### src/rtl/mul_sequencer.sv
// Iterative RV32M multiply unit: shift-add over ITERS cycles, stalls the pipe
// while running and presents one 32-bit write-back word in DONE.
module mul_sequencer #(
   parameter int BITS_PER_CYCLE = 1
) (
   input  logic        clk,
   input  logic        reset,
   input  logic        start,
   input  logic        kill,
   input  logic [1:0]  mul_op,
   input  logic [31:0] rs1_data,
   input  logic [31:0] rs2_data,
   output logic        stall,
   output logic        busy,
   output logic        result_valid,
   output logic [31:0] result
);

   localparam int ITERS = 32 / BITS_PER_CYCLE;
   localparam int CW    = $clog2(ITERS);

   localparam logic [1:0] OP_MUL    = 2'b00;
   localparam logic [1:0] OP_MULH   = 2'b01;
   localparam logic [1:0] OP_MULHSU = 2'b10;

   generate
      if (BITS_PER_CYCLE != 1 && BITS_PER_CYCLE != 2 &&
          BITS_PER_CYCLE != 4 && BITS_PER_CYCLE != 8) begin : g_bad_bpc
         $error("mul_sequencer: BITS_PER_CYCLE must be 1, 2, 4 or 8");
      end
   endgenerate

   typedef enum logic [1:0] {S_IDLE, S_ITER, S_DONE} state_t;

   state_t         state_q, state_d;
   logic [CW-1:0]  cnt_q, cnt_d;
   logic [63:0]    mcand_q, mcand_d;
   logic [31:0]    mplier_q, mplier_d;
   logic [63:0]    acc_q, acc_d;
   logic           neg_q, neg_d;
   logic           op_hi_q, op_hi_d;
   logic           busy_q, busy_d;
   logic           valid_q, valid_d;
   logic [31:0]    result_q, result_d;

   logic           a_neg, b_neg;
   logic [31:0]    a_mag, b_mag;
   logic [63:0]    pp, acc_sum, prod;

   always_comb begin
      a_neg = ((mul_op == OP_MULH) || (mul_op == OP_MULHSU)) & rs1_data[31];
      b_neg = (mul_op == OP_MULH) & rs2_data[31];
      a_mag = a_neg ? (~rs1_data + 32'd1) : rs1_data;
      b_mag = b_neg ? (~rs2_data + 32'd1) : rs2_data;
   end

   // mcand_q is |a| pre-shifted by cnt*BITS_PER_CYCLE, so each slice of |b| is a plain AND-add.
   always_comb begin
      pp = '0;
      for (int i = 0; i < BITS_PER_CYCLE; i++) begin
         if (mplier_q[i]) pp = pp + (mcand_q << i);
      end
      acc_sum = acc_q + pp;
      prod    = neg_q ? (~acc_sum + 64'd1) : acc_sum;
   end

   always_comb begin
      state_d  = state_q;
      cnt_d    = cnt_q;
      mcand_d  = mcand_q;
      mplier_d = mplier_q;
      acc_d    = acc_q;
      neg_d    = neg_q;
      op_hi_d  = op_hi_q;
      valid_d  = 1'b0;
      result_d = result_q;
      case (state_q)
         S_IDLE: begin
            if (start && !kill) begin
               state_d  = S_ITER;
               cnt_d    = '0;
               mcand_d  = {32'd0, a_mag};
               mplier_d = b_mag;
               acc_d    = '0;
               neg_d    = a_neg ^ b_neg;
               op_hi_d  = (mul_op != OP_MUL);
            end
         end
         S_ITER: begin
            acc_d    = acc_sum;
            mcand_d  = mcand_q << BITS_PER_CYCLE;
            mplier_d = mplier_q >> BITS_PER_CYCLE;
            cnt_d    = cnt_q + CW'(1);
            if (cnt_q == CW'(ITERS - 1)) begin
               state_d  = S_DONE;
               valid_d  = 1'b1;
               result_d = op_hi_q ? prod[63:32] : prod[31:0];
            end
         end
         S_DONE:  state_d = S_IDLE;
         default: state_d = S_IDLE;
      endcase
      // A flush wins over everything, including a result about to complete.
      if (kill) begin
         state_d  = S_IDLE;
         valid_d  = 1'b0;
         result_d = result_q;
      end
   end

   assign busy_d = (state_d == S_ITER);

   always_ff @(posedge clk or negedge reset) begin
      if (!reset) begin
         state_q  <= S_IDLE;
         cnt_q    <= '0;
         mcand_q  <= '0;
         mplier_q <= '0;
         acc_q    <= '0;
         neg_q    <= 1'b0;
         op_hi_q  <= 1'b0;
         busy_q   <= 1'b0;
         valid_q  <= 1'b0;
         result_q <= '0;
      end else begin
         state_q  <= state_d;
         cnt_q    <= cnt_d;
         mcand_q  <= mcand_d;
         mplier_q <= mplier_d;
         acc_q    <= acc_d;
         neg_q    <= neg_d;
         op_hi_q  <= op_hi_d;
         busy_q   <= busy_d;
         valid_q  <= valid_d;
         result_q <= result_d;
      end
   end

   assign stall        = start & ~valid_q & ~kill;
   assign busy         = busy_q;
   assign result_valid = valid_q;
   assign result       = result_q;

endmodule

### config.mk
export PLATFORM = sky130hd
export DESIGN_NAME = mul_sequencer
export DESIGN_NICKNAME = d
export VERILOG_FILES = /design/src/rtl/mul_sequencer.sv
export SDC_FILE = /design/constraint.sdc
export NUM_CORES = 1
export LEC_CHECK = 0
export BUFFER_PORTS_ARGS = -buffer_cell sky130_fd_sc_hd__buf_2
export CORE_ASPECT_RATIO = 1.5
export CORE_UTILIZATION = 39
export DETAILED_ROUTE_END_ITERATION = 7
export GPL_TIMING_DRIVEN = 0
export HOLD_SLACK_MARGIN = 0.08
export PLACE_DENSITY_LB_ADDON = 0.15
export SETUP_SLACK_MARGIN = 0.02
export SYNTH_ARGS = -nofsm -noshare
export SYNTH_HDL_FRONTEND = slang
export SYNTH_SLANG_ARGS = --single-unit
export TNS_END_PERCENT = 50
### constraint.sdc
create_clock -name clk -period 9.9 [get_ports clk]
set_clock_uncertainty 0.15 [all_clocks]
set_input_delay 1.485 -clock clk [delete_from_list [all_inputs] [get_ports clk]]
set_output_delay 1.485 -clock clk [all_outputs]
set_load 0.1 [all_outputs]
* Word-level counts from Yosys, hierarchy flattened *
Index checks and enable logic that the tools add are counted.

word-level totals
  output and inout port bits = 35
  word-level logic and storage cells = 60
  register bits after elaboration = 203
  bits of input ports = 70

cells by class
  mux-type cells = 20
  add/subtract/negate cells = 5
  bitwise operators = 10
  reductions and logical operators = 9
  equal/unequal tests = 6

operators with widths
  kind                     number
  $mux W64                 4
  $pmux W64 S2             2
  $mux W32                 4
  $add A32 B1 Y32 const B  2
  $add A64 B1 Y64 const B  1
  $add A64 B64 Y64         1
  $not A32 Y32             2
  $not A64 Y64             1
  $pmux W32 S2             1
  $pmux W5 S2              1
  $eq A2 B1 Y1 const B     3
  $mux W2                  3
  $add A5 B1 Y5 const B    1
  $eq A5 B5 Y1 const B     1
  $mux W5                  1
  $and A1 B1 Y1            4
  $pmux W2 S2              1
  $reduce_and A2 Y1        2
  $reduce_bool A2 Y1       2
  $mux W1                  3
  $reduce_and A3 Y1        1
  $eq A2 B2 Y1 const B     1
  $logic_not A2 Y1         1
  $ne A2 B2 Y1 const B     1
  other kinds (5)          6

* Depth between registers and ports, before layout *
Gate-level depths: netlist (run 1).

  depth after elaboration = 6
  gate-level depth with buffers = 19
  mapped depth without buffers = 16

* Least setup slack after synthesis (run 1) *
No wires, ideal clock.

  kind = register to register
  start = register mplier_q[0]
  end = register result_q[19], in the netlist result[19]
  arrival time = 4.894 ns
  cell stages (with the launch flop) = 19
  slack = 4.720 ns
  data required time = 9.614 ns
  clock period less this slack = 5.180 ns
  path through = dfrtp_1 > clkbuf_1 > clkbuf_1 > and2_1 > ha_1 > inv_1 > fa_1 > nand2b_1 > a21o_1 > or3_4 > a2111oi_2 > nor2_1 > xor2_1 > nand4_1 > or2_2 > or4_4 > or4_1 > a21oi_1 > o41ai_2

between the ends
  word-level cells in the longest chain between the ends = 6

ends and longest elaborated chain
  what                    RTL line  RTL
  from (decl)             38        logic [31:0] mplier_q, mplier_d;
  from (signal assigned)  129       mplier_q <= mplier_d;
  $mux W64 (*)            61        if (mplier_q[i]) pp = pp + (mcand_q << i);
  $add A64 B64 Y64 (*)    63        acc_sum = acc_q + pp;
  $not A64 Y64            64        prod = neg_q ? (~acc_sum + 64'd1) : acc_sum;
  $add A64 B1 Y64         64
  $mux W64 (*)            64
  $mux W32 (*)            97        result_d = op_hi_q ? prod[63:32] : prod[31:0];
  to (signal assigned)    135       result_q <= result_d;
  to (decl)               44        logic [31:0] result_q, result_d;

Mark *: on every way between the ends. The rest lies on a longest branch, timed or not.
A chain may end at the register's enable or synchronous reset.

* Worst setup path after layout (run 1) *
  start = register mplier_q[0]
  end = register result_q[26], in the netlist result[26]

Same word-level chain as after synthesis.

==> out/qor.csv, run 1 <==
metric;value;unit
first-pass GRT wire length;100000;um
Max-slew headroom;0.0720;
initial core utilization;0.398;
DP Area;17700;um^2
mux contribution to synthesized area;0.0186;
htree depth;1;
total wire length;66500;um
internal power;1.79;mW
vias in the first global route;16300;
crit path kind;reg -> reg;
Worst Tran Pin Value;1380;ps
Crit. End Element;flip-flop;
synth warn;0;
Post-synth EDFFs;0;
Fill cells;4262;
Max Freq;0.124;GHz
Leak;8.02;nW
Longest Clk Path Bufs;3;
CTS tree;yes;
Clk pwr share;0.310;
Final Max Slew Viols;0;
RSZ-0062 raised after global routing;false;
Synth Area in Compound Gates;0.288;
CP required;10190;ps
Synth Register Bits;203;
clock slew at reported path FFs;60;ps
RD Place Congestion;0.989;
Comb pwr share;0.363;
XOR/XNOR Fraction of Synth Area;0.0634;
Post-DP HPWL;52900;um
total gr overflow;0;
post-CTS setup buffers;0;
RR Startpoint;mplier_q[0];
worst min path class;reg -> reg;
sw frac;0.400;
Register-to-Register Path Depth;18;
Critical Path AT;8330;ps
Synth area leader;dfrtp_1;
syn nets;2128;
Critical Path Start Type;flip-flop;
Hold Buf Count CTS;0;
simple-gate share of the synthesized area;0.226;
Netlist Area Pre-Place;16400;um^2
post-DR vias/cell;6.13;
status;completed;
worst hold path stage count;2;
Tcrit/Tclk final;0.813;
r2r setup slk;1850;ps
sequential share of power;0.327;
area of the multi-input gates;10700;um^2
Clk Latency, worst-skew pair;580;ps
WHS;313;ps
hold violation total from the final report;0;
largest family of logic cells by synthesized area;compound AO/OA/AOI/OAI gates;
initial antenna violation count;0;
power per cell area;161;nW/um^2
row count;91;
Synth Flop Type;dfrtp_1;
Synth area leaders;dfrtp_1, ha_1, o21ai_0, nand2_1, a22o_1;
drt drc;0;
Post-Synthesis Cells;1987;
FF-to-FF End;result[26];
Core Util, Final;0.448;
final setup margin;1850;ps
fin area;18500;um^2
P_sw;1.19;mW
clock root buffer;clkbuf_16;
CTS Sinks;203;
post-cts sizing count;0;
post-route ant nets;0;
maximum fanout along the worst path;10;
syn avg cell area;8.27;um^2
Synth-to-Final Area Change;12.7;%
gr usage total;0.309;
Synth top area share;0.309;
post-synth cell types;99;
synthesized-area fraction occupied by adder cells;0.0545;
PortBufs;104;
Async SR Flop Fraction;1.00;
antenna cell count;0;
largest net degree at the start of global routing;116;
Max-Cap Viols;0;
DR vias;16500;
Core ar.;41300;um^2
drt pass-1 iters;5;
DIE AREA;43000;um^2
peak supply drop;0.111;mV
fin crit period;8050;ps
wire length per cell;24.7;um
Seq/Total Area, Yosys;0.309;
Register Area;5080;um^2
TritonCTS Buffers;23;
Chip Height;253;um
layout cells sized above 1;0.103;
Fin Setup TNS;0;ps
worst-case hold path end point;result[5];
Die X;170;um
total power;2.98;mW
placed instance count;2652;
min-delay src;result[5];
Detailed Route Iter0 Violations;1361;
IO Count;105;
final setup fails;0;
Place WS;2060;ps
Final nets;2260;
final cell count without fillers;2691;
==> worst max-delay path by stage <==
stage                startpoint         end  slack (ps)  cells after the start
finish              mplier_q[0]  result[26]        1850                     18
global route        mplier_q[0]  result[29]        1740                     18
CTS                 mplier_q[0]  result[26]        2020                     18
detailed placement  mplier_q[0]  result[26]        2060                     18
global placement    mplier_q[0]  result[29]        2000                     18
floorplan           mplier_q[0]  result[19]        4720                     18
==> cell type report <==
cell class              count  area share
plain buffers             128      0.0289
flip-flops and latches    203       0.274
clock inverters             7     0.00690
inverters                  36     0.00730
multi-input cells        1620       0.578
repair buffers            107      0.0312
clock buffers              32      0.0356
well taps                 558      0.0377
==> cell usage in the layout (no fill, tap or decap), drive strengths merged, types with 10 or more instances in the layout <==
cell / n
nand2: 189
or3: 23
nand4: 45
inv: 37
o31ai: 20
a22oi: 61
nand3: 32
or2: 10
o221ai: 12
nand2b: 19
xnor2: 71
nor4: 30
a22o: 79
clkbuf: 138
mux2i: 26
o21a: 10
and4: 13
dfrtp: 203
and3: 17
a21o: 25
a2111oi: 10
and2: 77
buf: 129
a211oi: 24
xor2: 48
nor3: 62
nor2: 148
o21ai: 186
ha: 70
a221o: 10
o211ai: 12
a31oi: 21
o21bai: 12
or4: 12
a21oi: 136
==> state kept, by name, indices dropped and copies added, names as in the netlist, 2 cells and up <==
register,flops
acc_q,64
mcand_q,64
mplier_q,32
result,32
cnt_q,5
state_q,2
==> per-layer routing <==
| metal | GRT usage | vias up | share of wire |
|---|---|---|---|
| met5 | 0 | - | 0 |
| met4 | 0.187 | 0 | 0.064 |
| met3 | 0.0358 | 161 | 0.044 |
| met2 | 0.564 | 512 | 0.51 |
| met1 | 0.340 | 8096 | 0.38 |
| li1 | - | 7736 | - |
==> power by group through the flow <==
stage          logic (mW)  clock network, mW  registers, mW
6_report             1.08              0.925          0.976
2_1_floorplan       0.679                  0          0.971
4_1_cts              1.07              0.944          0.974
5_1_grt              1.16              0.972          0.985
3_3_place_gp         1.06                  0          0.986
3_5_place_dp         1.07                  0          0.989
==> kinds of logic after synthesis <==
group	after synthesis
simple gates	708
compound gates	692
flops	203
buf+inv	164
xor+xnor	119
fa+ha+maj	71
mux	30
==> synth_stat cells (26+ instances only) <==
cell      number
and2_1        75
nand3_1       30
inv_1         36
nand2_1      189
mux2i_1       26
nand4_1       42
nor4_1        27
ha_1          70
xor2_1        48
a21oi_1      130
nor3_1        59
o21ai_0      171
dfrtp_1      203
xnor2_1       71
a22o_1        79
clkbuf_1     106
a22oi_1       61
nor2_1       148
==> worst max-delay path, stage by stage, from the launching register on <==
cell,delay (ps)
dfrtp_1,460
clkbuf_1,800
clkbuf_1,520
and2_1,210
ha_1,190
inv_1,70
fa_1,420
nand2b_1,210
a21oi_1,470
o21ai_2,220
a2111oi_0,840
nor2_1,170
xnor2_1,340
a311oi_1,690
nor4bb_1,810
nand4_1,450
or4b_1,630
nand3_1,170
o21ai_1,70
No activity file was read; power rests on OpenSTA's default activity.
==> inputs of run 2 (changes only) <==
==> constraint.sdc (replaced) <==
create_clock -name clk -period 6.5 [get_ports clk]
set_clock_uncertainty 0.15 [all_clocks]
set_input_delay 0.975 -clock clk [delete_from_list [all_inputs] [get_ports clk]]
set_output_delay 0.975 -clock clk [all_outputs]
set_load 0.1 [all_outputs]
==> run 2 against run 1 <==
Compared with the run above: utilization is 0.38 points higher; sequential share of layout area is 0.23 points lower; global-route usage about the same; register-to-register slack lost 1700 ps; via count is essentially flat; power is 53% higher; clock power is 52% higher; non-clock buffer count grew 6; clock-buffer cell count is the same; flip-flop and latch count unchanged; die area unchanged; maximum frequency grew 27%; critical path type unchanged; critical endpoint is now result[31]; largest cell class unchanged.
==> out/qor.csv, run 2 (same netlist as run 1, synthesis figures left out) <==
metric;value;unit;change
status;completed;;
met2 layer wire length in the routed design;33900;um;-0.20%
Critical Path Start Type;flip-flop;;
Core ar.;41300;um^2;unchanged
RD Place Congestion;0.989;;unchanged
drt pass-1 iters;5;;unchanged
Synth-to-Final Area Change;13.6;%;
Met3 Wirelength;2850;um;-2.1%
maximum fanout along the worst path;11;;+1
met1 WL;25300;um;-0.30%
hold violation total from the final report;0;;unchanged
CP required;6810;ps;-3380 ps
clock root buffer;clkbuf_16;;
final setup fails;0;;unchanged
largest net degree at the start of global routing;116;;unchanged
Final nets;2266;;+0.27%
DIE AREA;43000;um^2;unchanged
crit path buf inv count;2;;-1
Longest Clk Path Bufs;3;;unchanged
Max-slew headroom;0.0931;;+0.0211
Worst path slowest cell;nor3_1;;
total gr overflow;0;;unchanged
Critical Path AT;6660;ps;-1670 ps
Hold Buf Count CTS;0;;unchanged
first-pass GRT wire length;100000;um;about the same
largest registers;acc_q: 64 flops, mcand_q: 64 flops;;
initial antenna violation count;0;;unchanged
Max Freq;0.158;GHz;+27%
fin crit period;6350;ps;-1700 ps
total wire length;66300;um;-0.25%
Crit. Startpoint;mplier_q[0];;
total power;4.56;mW;+53%
RR Startpoint;mplier_q[0];;
commonest non-fill, non-tap cell in the layout;dfrtp_1;;
initial core utilization;0.398;;unchanged
wire length per cell;24.6;um;-0.47%
r2r setup slk;150;ps;-1700 ps
Clk Latency, worst-skew pair;580;ps;about the same
Worst Tran Pin Value;1330;ps;-55.3 ps
Leak;8.07;nW;+0.63%
worst path cell trace;clkbuf_1 -> and2_1 -> ha_1 -> buf_2 -> nand2_1 -> a2111oi_2 -> a211oi_1 -> a211oi_1 -> nor3_2 -> o211a_1 -> nor3_1 -> nor4_1 -> and2_1 -> nor4b_2 -> or4_1 -> and4_1;;
Die X;170;um;unchanged
Post-DP HPWL;52900;um;unchanged
CP max stage delay;1000;ps;+160 ps
Core Util, Final;0.452;;+0.00385
PortBufs;104;;unchanged
post-DR vias/cell;6.12;;-0.14%
Final Max Slew Viols;0;;unchanged
row count;91;;unchanged
antenna cell count;0;;unchanged
Top Layer Used;met4;;
worst min path class;in -> async;;
Chip Height;253;um;unchanged
gr usage total;0.309;;about the same
post-route ant nets;0;;unchanged
Top Family by Delay on Critical Path;simple AND/OR/NAND/NOR gates;;
power per cell area;244;nW/um^2;+52%
Max-Cap Viols;0;;unchanged
TritonCTS Buffers;23;;unchanged
Detailed Route Iter0 Violations;1226;;-9.9%
Crit. End Element;flip-flop;;
CTS Sinks;203;;unchanged
IO Count;105;;unchanged
crit path kind;reg -> reg;;
clock slew at reported path FFs;60;ps;about the same
layout cells sized above 1;0.114;;+0.0105
CTS tree;yes;;
DR vias;16500;;+0.085%
vias in the first global route;16300;;+0.29%
most frequent cells in the layout;dfrtp_1, nand2_1, o21ai_0;;
drt drc;0;;unchanged
RSZ-0062 raised after global routing;false;;
Tcrit/Tclk final;0.977;;+0.163
htree depth;1;;unchanged
peak supply drop;0.170;mV;+53%
[run 2: routing by layer]
metal,GRT usage,up-vias
li1,-,7741
met5,0,-
met4,0.186,0
met3,0.0358,171
met1,0.339,8078
met2,0.565,529
[run 2: stage by stage]
stage	instance area (um^2)	instances	hold WS, ps	TNS [ps]	setup WS, ps
5_1_grt	18700	2697	299	0	45.5
3_5_place_dp	17700	2652	305	-30960	-1340
4_1_cts	18600	2690	279	0	55.5
6_report	18700	2697	243	0	152
3_3_place_gp	17600	2649	301	-31900	-1400
2_1_floorplan	16400	1987	299	0	1320
[run 2: repair_timing]
| item | CTS | global route |
|---|---|---|
| resized for setup | 12 | 10 |
| setup buffers | 0 | 7 |
| pin swaps | 0 | 2 |
| setup endpoints to repair | 32 | 14 |
[run 2: cell type report]
class | instances | area [um^2]
multi-input combinational | 1620 | 10800
sequential | 203 | 5080
fill | 4268 | 22700
timing repair buffer | 114 | 629
inverter | 36 | 135
clock inverter | 7 | 128
tap | 558 | 698
buffer | 127 | 533
clock buffer | 32 | 659
[run 2: worst paths after layout]
check	depth (start not counted)	endpoint
max	16	result[31]
max in group asynchronous	2	mplier_q[0]
max reg2reg	16	result[31]
min in group clk	2	result[5]
min	1	mcand_q[26]
min reg2reg	2	result[5]
[run 2: power breakdown]
part | internal, mW | switching (mW)
Clock | 0.827 | 0.580
Combinational | 0.516 | 1.14
Sequential | 1.39 | 0.0995
